**src/rtl/note_player_if.sv**
```systemverilog
// Read-port bundle between note_player and the note RAM: registered address
// out, word returned one cycle after the address is registered.
interface note_player_if #(
    parameter int ADDR_W = 6
);
    logic [ADDR_W-1:0] ram_addr;
    logic [31:0]       ram_q;

    modport master (output ram_addr, input ram_q);
    modport slave  (input ram_addr, output ram_q);
endinterface

```
**src/rtl/note_player.sv**
```systemverilog
// Steps through the note RAM one word per beat tick, decodes six string voices
// and mixes their square waves. Optional NOTE_PLAYER_ARTIC_EN mutes after each latch.
module note_player #(
    parameter int CLK_HZ       = 50_000_000,
    parameter int ADDR_W       = 6,
    parameter int AMP          = 4096,
    parameter int ARTIC_CYCLES = 10000
) (
    input  logic                clk,
    input  logic                reset,
    input  logic                play,
    input  logic                tick,
    note_player_if.master       ram,
    output logic [31:0]         note_cur,
    output logic [5:0]          voice_active,
    output logic signed [15:0]  audio_out,
    output logic                wrapped
);
    localparam logic [1:0] ST_IDLE = 2'd0;
    localparam logic [1:0] ST_WAIT = 2'd1;
    localparam logic [1:0] ST_RD1  = 2'd2;
    localparam logic [1:0] ST_RD2  = 2'd3;

    // Semitone offset of each open string above low E, 5 bits per string.
    localparam logic [29:0] OFF_TAB = {5'd24, 5'd19, 5'd15, 5'd10, 5'd5, 5'd0};
    localparam logic signed [18:0] AMP_S = 19'(AMP);

    // Half period in clk cycles of semitone k above 82.4069 Hz, rounded.
    function automatic int hp_calc(input int k);
        real f;
        f = 82.4069 * (2.0 ** (real'(k) / 12.0));
        return int'(real'(CLK_HZ) / (2.0 * f));
    endfunction

    logic [1:0]        state_reg;
    logic [ADDR_W-1:0] addr_reg;
    logic              clr;
    logic              latch;

    assign clr   = reset || !play;
    assign latch = (state_reg == ST_RD2);
    assign ram.ram_addr = addr_reg;

    always_ff @(posedge clk) begin
        if (clr) begin
            state_reg <= ST_IDLE;
            addr_reg  <= '0;
            note_cur  <= '0;
            wrapped   <= 1'b0;
        end else begin
            wrapped <= 1'b0;
            case (state_reg)
                ST_IDLE: state_reg <= ST_WAIT;
                ST_WAIT: if (tick) state_reg <= ST_RD1;
                ST_RD1:  state_reg <= ST_RD2;
                ST_RD2: begin
                    note_cur  <= ram.ram_q;
                    addr_reg  <= addr_reg + 1'b1;
                    wrapped   <= &addr_reg;
                    state_reg <= ST_WAIT;
                end
                default: state_reg <= ST_IDLE;
            endcase
        end
    end

    logic [31:0] hp_tab [32];

    generate
        for (genvar gi = 0; gi < 32; gi++) begin : g_hp
            localparam int HP = hp_calc(gi);
            assign hp_tab[gi] = HP;
        end
    endgenerate

    logic signed [18:0] contrib [6];

    generate
        for (genvar gi = 0; gi < 6; gi++) begin : g_voice
            logic        new_act;
            logic [2:0]  new_fret;
            logic [4:0]  new_k;
            logic        act_reg;
            logic [4:0]  k_reg;
            logic [31:0] cnt_reg;
            logic        sq_reg;

            // Ascending scan so the highest set fret overrides lower ones.
            always_comb begin
                new_act  = 1'b0;
                new_fret = 3'd0;
                for (int f = 0; f < 5; f++) begin
                    if (ram.ram_q[6*f+gi]) begin
                        new_act  = 1'b1;
                        new_fret = 3'(f);
                    end
                end
                new_k = OFF_TAB[5*gi +: 5] + 5'(new_fret);
            end

            // A held pitch keeps its counter and phase across latches.
            always_ff @(posedge clk) begin
                if (clr) begin
                    act_reg <= 1'b0;
                    k_reg   <= '0;
                    cnt_reg <= '0;
                    sq_reg  <= 1'b0;
                end else if (latch && new_act && (!act_reg || k_reg != new_k)) begin
                    act_reg <= 1'b1;
                    k_reg   <= new_k;
                    cnt_reg <= hp_tab[new_k] - 32'd1;
                    sq_reg  <= 1'b1;
                end else begin
                    if (latch) act_reg <= new_act;
                    if (act_reg) begin
                        if (cnt_reg == '0) begin
                            cnt_reg <= hp_tab[k_reg] - 32'd1;
                            sq_reg  <= ~sq_reg;
                        end else begin
                            cnt_reg <= cnt_reg - 32'd1;
                        end
                    end
                end
            end

            assign voice_active[gi] = act_reg;
            assign contrib[gi] = act_reg ? (sq_reg ? AMP_S : -AMP_S) : '0;
        end
    endgenerate

    logic signed [18:0] sum;

    always_comb begin
        sum = '0;
        for (int i = 0; i < 6; i++) sum = sum + contrib[i];
    end

`ifdef NOTE_PLAYER_ARTIC_EN
    logic [31:0] artic_reg;

    // The mute window covers the latch cycle itself, hence the -1 preload.
    always_ff @(posedge clk) begin
        if (clr) begin
            audio_out <= '0;
            artic_reg <= '0;
        end else if (latch) begin
            audio_out <= '0;
            artic_reg <= 32'(ARTIC_CYCLES - 1);
        end else if (artic_reg != '0) begin
            audio_out <= '0;
            artic_reg <= artic_reg - 32'd1;
        end else begin
            audio_out <= sum[15:0];
        end
    end
`else
    always_ff @(posedge clk) begin
        if (clr) audio_out <= '0;
        else     audio_out <= sum[15:0];
    end
`endif

endmodule

```
**src/flat_wrapper.sv**
```systemverilog
// flat-port wrapper written by rule: the top's interface ports become plain ports
module note_player_flat 
#(
    parameter int CLK_HZ       = 50_000_000,
    parameter int ADDR_W       = 6,
    parameter int AMP          = 4096,
    parameter int ARTIC_CYCLES = 10000
)
  (clk, reset, play, tick, note_cur, voice_active, audio_out, wrapped, ram_ram_addr, ram_ram_q);
  note_player_if #(.ADDR_W(ADDR_W)) ram_i ();
  input  logic clk;
  input  logic reset;
  input  logic play;
  input  logic tick;
  output logic [31:0] note_cur;
  output logic [5:0] voice_active;
  output logic signed [15:0] audio_out;
  output logic wrapped;
  output wire logic [$bits(ram_i.ram_addr)-1:0] ram_ram_addr;
  input wire logic [$bits(ram_i.ram_q)-1:0] ram_ram_q;
  assign ram_ram_addr = ram_i.ram_addr;
  assign ram_i.ram_q = ram_ram_q;
  note_player #(.CLK_HZ(CLK_HZ), .ADDR_W(ADDR_W), .AMP(AMP), .ARTIC_CYCLES(ARTIC_CYCLES)) u_core (.clk(clk), .reset(reset), .play(play), .tick(tick), .ram(ram_i), .note_cur(note_cur), .voice_active(voice_active), .audio_out(audio_out), .wrapped(wrapped));
endmodule
```
**config.mk**
```make
export PLATFORM = sky130hd
export DESIGN_NAME = note_player_flat
export DESIGN_NICKNAME = d
export VERILOG_FILES = /design/src/rtl/note_player_if.sv /design/src/rtl/note_player.sv /design/src/flat_wrapper.sv
export SDC_FILE = /design/constraint.sdc
export NUM_CORES = 1
export LEC_CHECK = 0
export CORE_AREA = 2 2 256 195
export CTS_BUF_LIST = sky130_fd_sc_hd__clkbuf_4 sky130_fd_sc_hd__clkbuf_8
export CTS_CLUSTER_DIAMETER = 100
export CTS_CLUSTER_SIZE = 24
export DETAILED_ROUTE_END_ITERATION = 6
export DIE_AREA = 0 0 258 197
export HOLD_SLACK_MARGIN = 0.06
export PLACE_DENSITY_LB_ADDON = 0.08
export SYNTH_ARGS = -nofsm -noshare
export SYNTH_HDL_FRONTEND = slang
export SYNTH_SLANG_ARGS = --single-unit
```
**constraint.sdc**
```tcl
create_clock -name clk -period 10.1 [get_ports clk]
set_input_delay 2.02 -clock clk [delete_from_list [all_inputs] [get_ports clk]]
set_output_delay 2.02 -clock clk [all_outputs]
set_load 0.01 [all_outputs]
```
==> results_dict.tcl, run 1 <==
set metrics [dict create \
    status "completed" \
    swShare_pct 31.92 \
    setup_viol 0 \
    hold_violations 0 \
    cts_tree "done" \
    cp.arrival_ns 7.76 \
    cts_resized 0 \
    clock_sinks 275 \
    layout_min_cycle_time_ns 7.294 \
    diodes 0 \
    slew_violations 0 \
    p_sw_uw 654.3 \
    place_congestion 0.9555 \
    clk_latency_ns 0.61 \
    syn_area_mm2 0.02146 \
    drt-total-wl_mm 66.76 \
    critPathKind "in2reg" \
    worstPathMaxFanout 20 \
    io_buffer_count 84 \
    grt_first_pass_wirelength_mm 106.5 \
    hold_slack_ns 0.4795 \
    powerDensity_mw_per_mm2 90.19 \
    first_pass_iters 7 \
    p_leak_uw 0.007790 \
    skew_ns 0.02652 \
    synth.area.top_cells "dfxtp_1 (26%), a21oi_1 (6.0%), nor2_1 (5.5%), nand2_1 (4.4%), o21ai_0 (4.3%)" \
    core_area_mm2 0.04826 \
    synth_top_area_share_pct 25.65 \
    first_iter_violations 2177 \
    ir_drop_mv 0.06697 \
    wl_per_cell_um 19.30 \
    cp.required_ns 10.56 \
    vias 21210 \
    htreeDepth 1 \
    synth_cells 2889 \
    async_reset_ff_share_pct 0 \
    grt_overflow 0 \
    largest_reg_flops 192 \
    pin_count 97 \
    grt_max_degree 77 \
    die_w_um 258 \
    fillers 4845 \
    hold_buffers 0 \
    ant_nets 0 \
    rows 70 \
    yosysWarnings 0 \
    synth_top_flop_cell "dfxtp_1" \
    postCtsSetupRepairBufs 0 \
    ctsRootBufferMaster "clkbuf_8" \
    synth-edff-count 0 \
    route.detailed.drc 0 \
    cts_buffer_depth 3 \
    nNetsFinal 2915 \
    cts.clk_slew.worst_paths_ns 0.15 \
    slew-limit-headroom_pct 22.05 \
    power_frac_clock_pct 28.0 \
    post-synth-top-area-cell "dfxtp_1" \
    fin_crit_sh_pct 72.22 \
    fp.dieH_um 197 \
    power.internal_uw 1396 \
    post_route_cells_drive_above_1_share_pct 5.905 \
    ys_types 107 \
    max_cap_violations 0 \
    rsz0062_at_grt "false" \
    end_kind "flip-flop" \
    worst_pin_slew_ns 1.168 \
    hpwl_mm 47.97 \
    grt_usage_pct 25.38 \
    hold_path.class "reg2reg" \
    startpoint_type "input port" \
    antenna_found_initial 0 \
    grt_pass1_vias 18930 \
    seq_power_share_pct 53.5 \
    initial_core_util_pct 44.48 \
    ys_seq_area_share_pct 25.65 \
    ys_ff_latch 275 \
    avgViaCountPerCell 6.132 \
    area_growth_pct 5.899 \
    dieArea_mm2 0.05083 \
    maxClockFrequency_mhz 137.1 \
    cts_buffers 16 \
    fin_tns_setup_ns 0 \
    avgSynthCellArea_um2 7.430 \
    combPwrFrac_pct 18.5 \
]
logic make-up (layout without fill, tap and decap cells):
family	count (synthesis)	in the layout	share of synthesized area (%)
buf+inv	318	229	6.331
fa+ha+maj	75	75	4.652
xor+xnor	135	135	5.584
flops	275	275	25.65
other cells	1	12	0.01747
mux	104	104	5.415
simple gates	1133	1133	27.07
compound gates	848	848	25.29
layer usage:
layer / vias up / wire length (µm) / share of wire, % / global-route usage [%]
met5: - / 0 / 0 / 0
met4: 0 / 810 / 1.2 / 3.575
met3: 53 / 4461 / 6.7 / 2.803
met2: 721 / 27400 / 41 / 36.58
met1: 10110 / 34080 / 51 / 40.59
li1: 10330 / - / - / -
synth_stat cells, drive strengths merged, types with 9 or more instances:
master	number
a31o	10
a21o	17
nor4b	13
clkbuf	140
nand4b	12
a211oi	68
and2	17
a31oi	56
o2111ai	13
nor4	63
o211ai	43
a211o	9
mux2	17
nand2b	63
dfxtp	275
nand3b	18
mux2i	79
nand2	251
xor2	52
xnor2	82
buf	90
or3	33
a221oi	12
o221ai	9
o21a	12
nor2	317
a21oi	261
o311ai	17
nand4	33
a21boi	10
o22ai	21
inv	86
or2	32
nor3	85
o21ai	187
nor2b	41
ha	67
nand3	88
and3	16
or4	27
o31ai	25
path summary, 6_finish.rpt:
kind	to	start	depth (start not counted)	slack (ns)
min	u_core.g_voice[5].cnt_reg[31]	u_core.g_voice[5].cnt_reg[31]	1	0.48
max reg2reg	u_core.g_voice[2].cnt_reg[20]	u_core.g_voice[2].k_reg[0]	15	4.97
max	u_core.g_voice[3].cnt_reg[29]	ram_ram_q[21]	16	2.81
min reg2reg	u_core.g_voice[5].cnt_reg[31]	u_core.g_voice[5].cnt_reg[31]	1	0.48
layout make-up:
class | count | area (µm²) | area share, %
Multi-Input combinational cell | 2307 | 14700 | 64.68
Clock inverter | 6 | 51.30 | 0.2257
Tap cell | 648 | 810.8 | 3.567
Timing Repair Buffer | 116 | 1081 | 4.756
Sequential cell | 275 | 5505 | 24.22
Clock buffer | 19 | 249.0 | 1.095
Inverter | 88 | 330.3 | 1.453
cells in the final DEF, fill, tap and decap left out, types with 13 or more instances in the layout:
cell type	count
o21ai_0	184
nand2b_1	61
or2_2	28
nand4_1	32
or3_1	32
nand2_1	250
a211oi_1	68
mux2i_1	79
clkbuf_8	17
clkdlybuf4s50_1	84
or4_1	26
dfxtp_1	275
a21o_1	17
o31ai_1	24
nor4_1	59
o2111ai_1	13
and2_1	16
xnor2_1	82
and3_1	15
o211ai_1	43
nor3_1	79
nor2_1	315
nor2b_1	40
o22ai_1	21
ha_1	66
buf_4	32
xor2_1	52
a21oi_1	257
nand3_1	87
nand3b_1	18
mux2_2	17
a31oi_1	56
o311ai_0	16
inv_1	86
power by group through the flow:
stage          sequential (µW)  clock (µW)  combinational, µW
3_5_place_dp              1120           0                372
3_3_place_gp              1120           0                370
6_report                  1100         575                379
4_1_cts                   1100         602                373
5_1_grt                   1100         632                416
2_1_floorplan             1120           0                276
critical path, stage by stage:
cell,delay (ns)
clkdlybuf4s50_1,0.86
inv_1,0.20
a21oi_1,0.49
inv_1,0.23
ha_1,0.31
ha_1,0.45
xor2_1,0.23
nand4_1,0.19
o311a_1,0.54
buf_4,0.28
or3_1,0.40
nor2_1,0.19
nor4b_4,0.51
nand4_1,0.36
o311ai_0,0.39
a21oi_1,0.10
through the flow:
| stage | instances | area (µm²) | util [%] | total power [µW] | setup WS (ns) |
|---|---|---|---|---|---|
| floorplan | 2900 | 21510 | - | 1393 | 3.635 |
| global placement | 3434 | 22430 | 46.48 | 1490 | 2.349 |
| detailed placement | 3434 | 22430 | 46.48 | 1491 | 2.330 |
| CTS | 3459 | 22730 | 47.10 | 2071 | 2.974 |
| global route | 3459 | 22730 | 47.10 | 2145 | 2.391 |
| finish | 3459 | 22730 | 47.10 | 2050 | 2.806 |
Power figures use the tool's default switching activity.
==> inputs of run 2 (changes only) <==
==> constraint.sdc (replaced) <==
create_clock -name clk -period 6.2 [get_ports clk]
set_input_delay 1.24 -clock clk [delete_from_list [all_inputs] [get_ports clk]]
set_output_delay 1.24 -clock clk [all_outputs]
set_load 0.01 [all_outputs]
==> run 2 against run 1 <==
- first-iteration DRC count is 4.0% lower
- clock power is 67% higher
- clock skew hardly changed
- largest cell class unchanged
- combinational power is 69% higher
- cell count is 1.3% higher
- critical endpoint unchanged
- largest power group unchanged
==> results_dict.tcl, run 2 (synthesis gave the netlist of run 1 again) <==
set metrics [dict create \
    status "completed" \
    grt_first_pass_wirelength_mm 108.1 \
    cts_buffer_depth 3 \
    diodes 0 \
    first_pass_iters 6 \
    powerDensity_mw_per_mm2 146.6 \
    worst-r2r-cell-count 12 \
    ir_drop_mv 0.09568 \
    cts_resized 0 \
    avgViaCountPerCell 6.104 \
    route.detailed.drc 0 \
    layout_min_cycle_time_ns 5.356 \
    grt_usage_pct 25.78 \
    cts.clk_slew.worst_paths_ns 0.14 \
    clk_latency_ns 0.60 \
    startpoint_type "input port" \
    max_cap_violations 0 \
    hold_end "u_core.wrapped" \
    fp.dieH_um 197 \
    drt-total-wl_mm 67.65 \
    rows 70 \
    slew-limit-headroom_pct 27.97 \
    slowest_stage "clkdlybuf4s50_1" \
    wl_per_cell_um 19.31 \
    critPathKind "in2reg" \
    maxClockFrequency_mhz 186.7 \
    cp.depth 16 \
    htreeDepth 1 \
    final_common_cell "nor2_1" \
    fillers 4829 \
    ctsRootBufferMaster "clkbuf_8" \
    final_cell_mix "nor2_1 (315), dfxtp_1 (275), a21oi_1 (257)" \
    slew_violations 0 \
    vias 21390 \
    io_buffer_count 84 \
    setup_slack_ns 0.8436 \
    nNetsFinal 2961 \
    hold-path-cell-count 2 \
    hold_violations 0 \
    cts_tree "done" \
    regArea_mm2 0.005505 \
    multi_input_area_mm2 0.01471 \
    post-place-ws_ns 0.2687 \
    end_kind "flip-flop" \
    post_route_cells_drive_above_1_share_pct 7.423 \
    rrSetupSlack_ns 1.51 \
    p_leak_uw 0.008035 \
    critPathTopFamily "compound AO/OA/AOI/OAI gates" \
    reg2reg_from "u_core.g_voice[4].k_reg[0]" \
    worst_pin_slew_ns 1.081 \
    cp.arrival_ns 5.81 \
    worst-path-buf-inv 4 \
    area_growth_pct 7.718 \
    min_from "u_core.ram.ram_addr[5]" \
    core_area_mm2 0.04826 \
    clock_sinks 275 \
    pin_count 97 \
    worstPathCellList "clkdlybuf4s50_1 > inv_1 > o21ai_0 > ha_1 > inv_1 > ha_1 > xnor2_1 > nand4_1 > o311ai_4 > buf_4 > o211ai_1 > a21o_1 > nor4b_4 > nand4_1 > o311ai_0 > a21oi_1" \
    grt_max_degree 82 \
    initial_core_util_pct 44.48 \
    rr_endpoint "u_core.g_voice[4].cnt_reg[27]" \
    skew_ns 0.02630 \
    cts_buffers 16 \
    fin_crit_sh_pct 86.39 \
    dieArea_mm2 0.05083 \
    die_w_um 258 \
    hold_buffers 0 \
    setup_viol 0 \
    largest_reg_flops 192 \
    ant_nets 0 \
    hold_path.class "reg2reg" \
    hpwl_mm 49.26 \
    worstPathMaxFanout 31 \
    place_congestion 0.9416 \
    antenna_found_initial 0 \
    first_iter_violations 2090 \
    cp.required_ns 6.65 \
    rsz0062_at_grt "false" \
    grt_pass1_vias 19370 \
    grt_overflow 0 \
    fin_tns_setup_ns 0 \
    postCtsSetupRepairBufs 0 \
    max_stage_delay_ns 0.70 \
]
[run 2: cell types whose count changed in the layout (fill, tap and decap cells not counted)]
| cell | previous run | this run |
|---|---|---|
| buf_12 | 0 | 1 |
| nor3_2 | 4 | 5 |
| buf_4 | 32 | 77 |
| bufinv_16 | 0 | 1 |
| clkinvlp_4 | 1 | 0 |
| clkbuf_8 | 17 | 18 |
| clkinv_4 | 1 | 3 |
| clkinv_2 | 2 | 0 |
| inv_6 | 1 | 0 |
| clkbuf_4 | 2 | 1 |
| nor3_1 | 79 | 78 |
[run 2: per-stage QoR]
stage	power (µW)	hold WS [ns]	util [%]	instance area [µm²]	instances
floorplan	2270	0.4240	-	21510	2900
global placement	2448	0.4408	47.23	22790	3480
detailed placement	2451	0.4453	47.23	22790	3480
CTS	3419	0.4665	47.91	23120	3504
global route	3546	0.4870	47.91	23120	3504
finish	3391	0.4667	47.91	23120	3504
[run 2: per-layer routing]
layer	GRT usage, %	up-vias	part of all wire, %
li1	-	10440	-
met5	0	-	0
met4	6.016	0	2.2
met1	39.89	10150	50
met3	3.987	75	7.1
met2	36.83	731	41
[run 2: layout make-up]
| cell class | count | share of cell area, % |
|---|---|---|
| clock inverters | 5 | 0.3139 |
| inverters | 88 | 1.429 |
| repair buffers | 162 | 6.223 |
| clock buffers | 19 | 1.104 |
| multi-input cells | 2307 | 63.61 |
| well taps | 648 | 3.507 |
| flip-flops and latches | 275 | 23.81 |
[run 2: worst max-delay path by stage]
stage                     slack (ns)     startpoint                       endpoint
after floorplan                 0.52  ram_ram_q[15]  u_core.g_voice[3].cnt_reg[28]
after global placement          0.43  ram_ram_q[27]  u_core.g_voice[3].cnt_reg[24]
after detailed placement        0.27  ram_ram_q[22]  u_core.g_voice[4].cnt_reg[28]
after CTS                       0.90  ram_ram_q[22]  u_core.g_voice[4].cnt_reg[28]
after global routing            0.37  ram_ram_q[16]  u_core.g_voice[4].cnt_reg[28]
final                           0.84  ram_ram_q[27]  u_core.g_voice[3].cnt_reg[29]
[run 2: power by group]
group / switching, µW / internal, µW
logic: 410 / 231
clock network: 637 / 327
registers: 10.2 / 1780
total: 1060 / 2330
[run 2: worst min-delay path, cell delays in order (launching register included)]
cell,delay (ns)
dfxtp_1,0.36
nand2_1,0.06
nor3_1,0.04
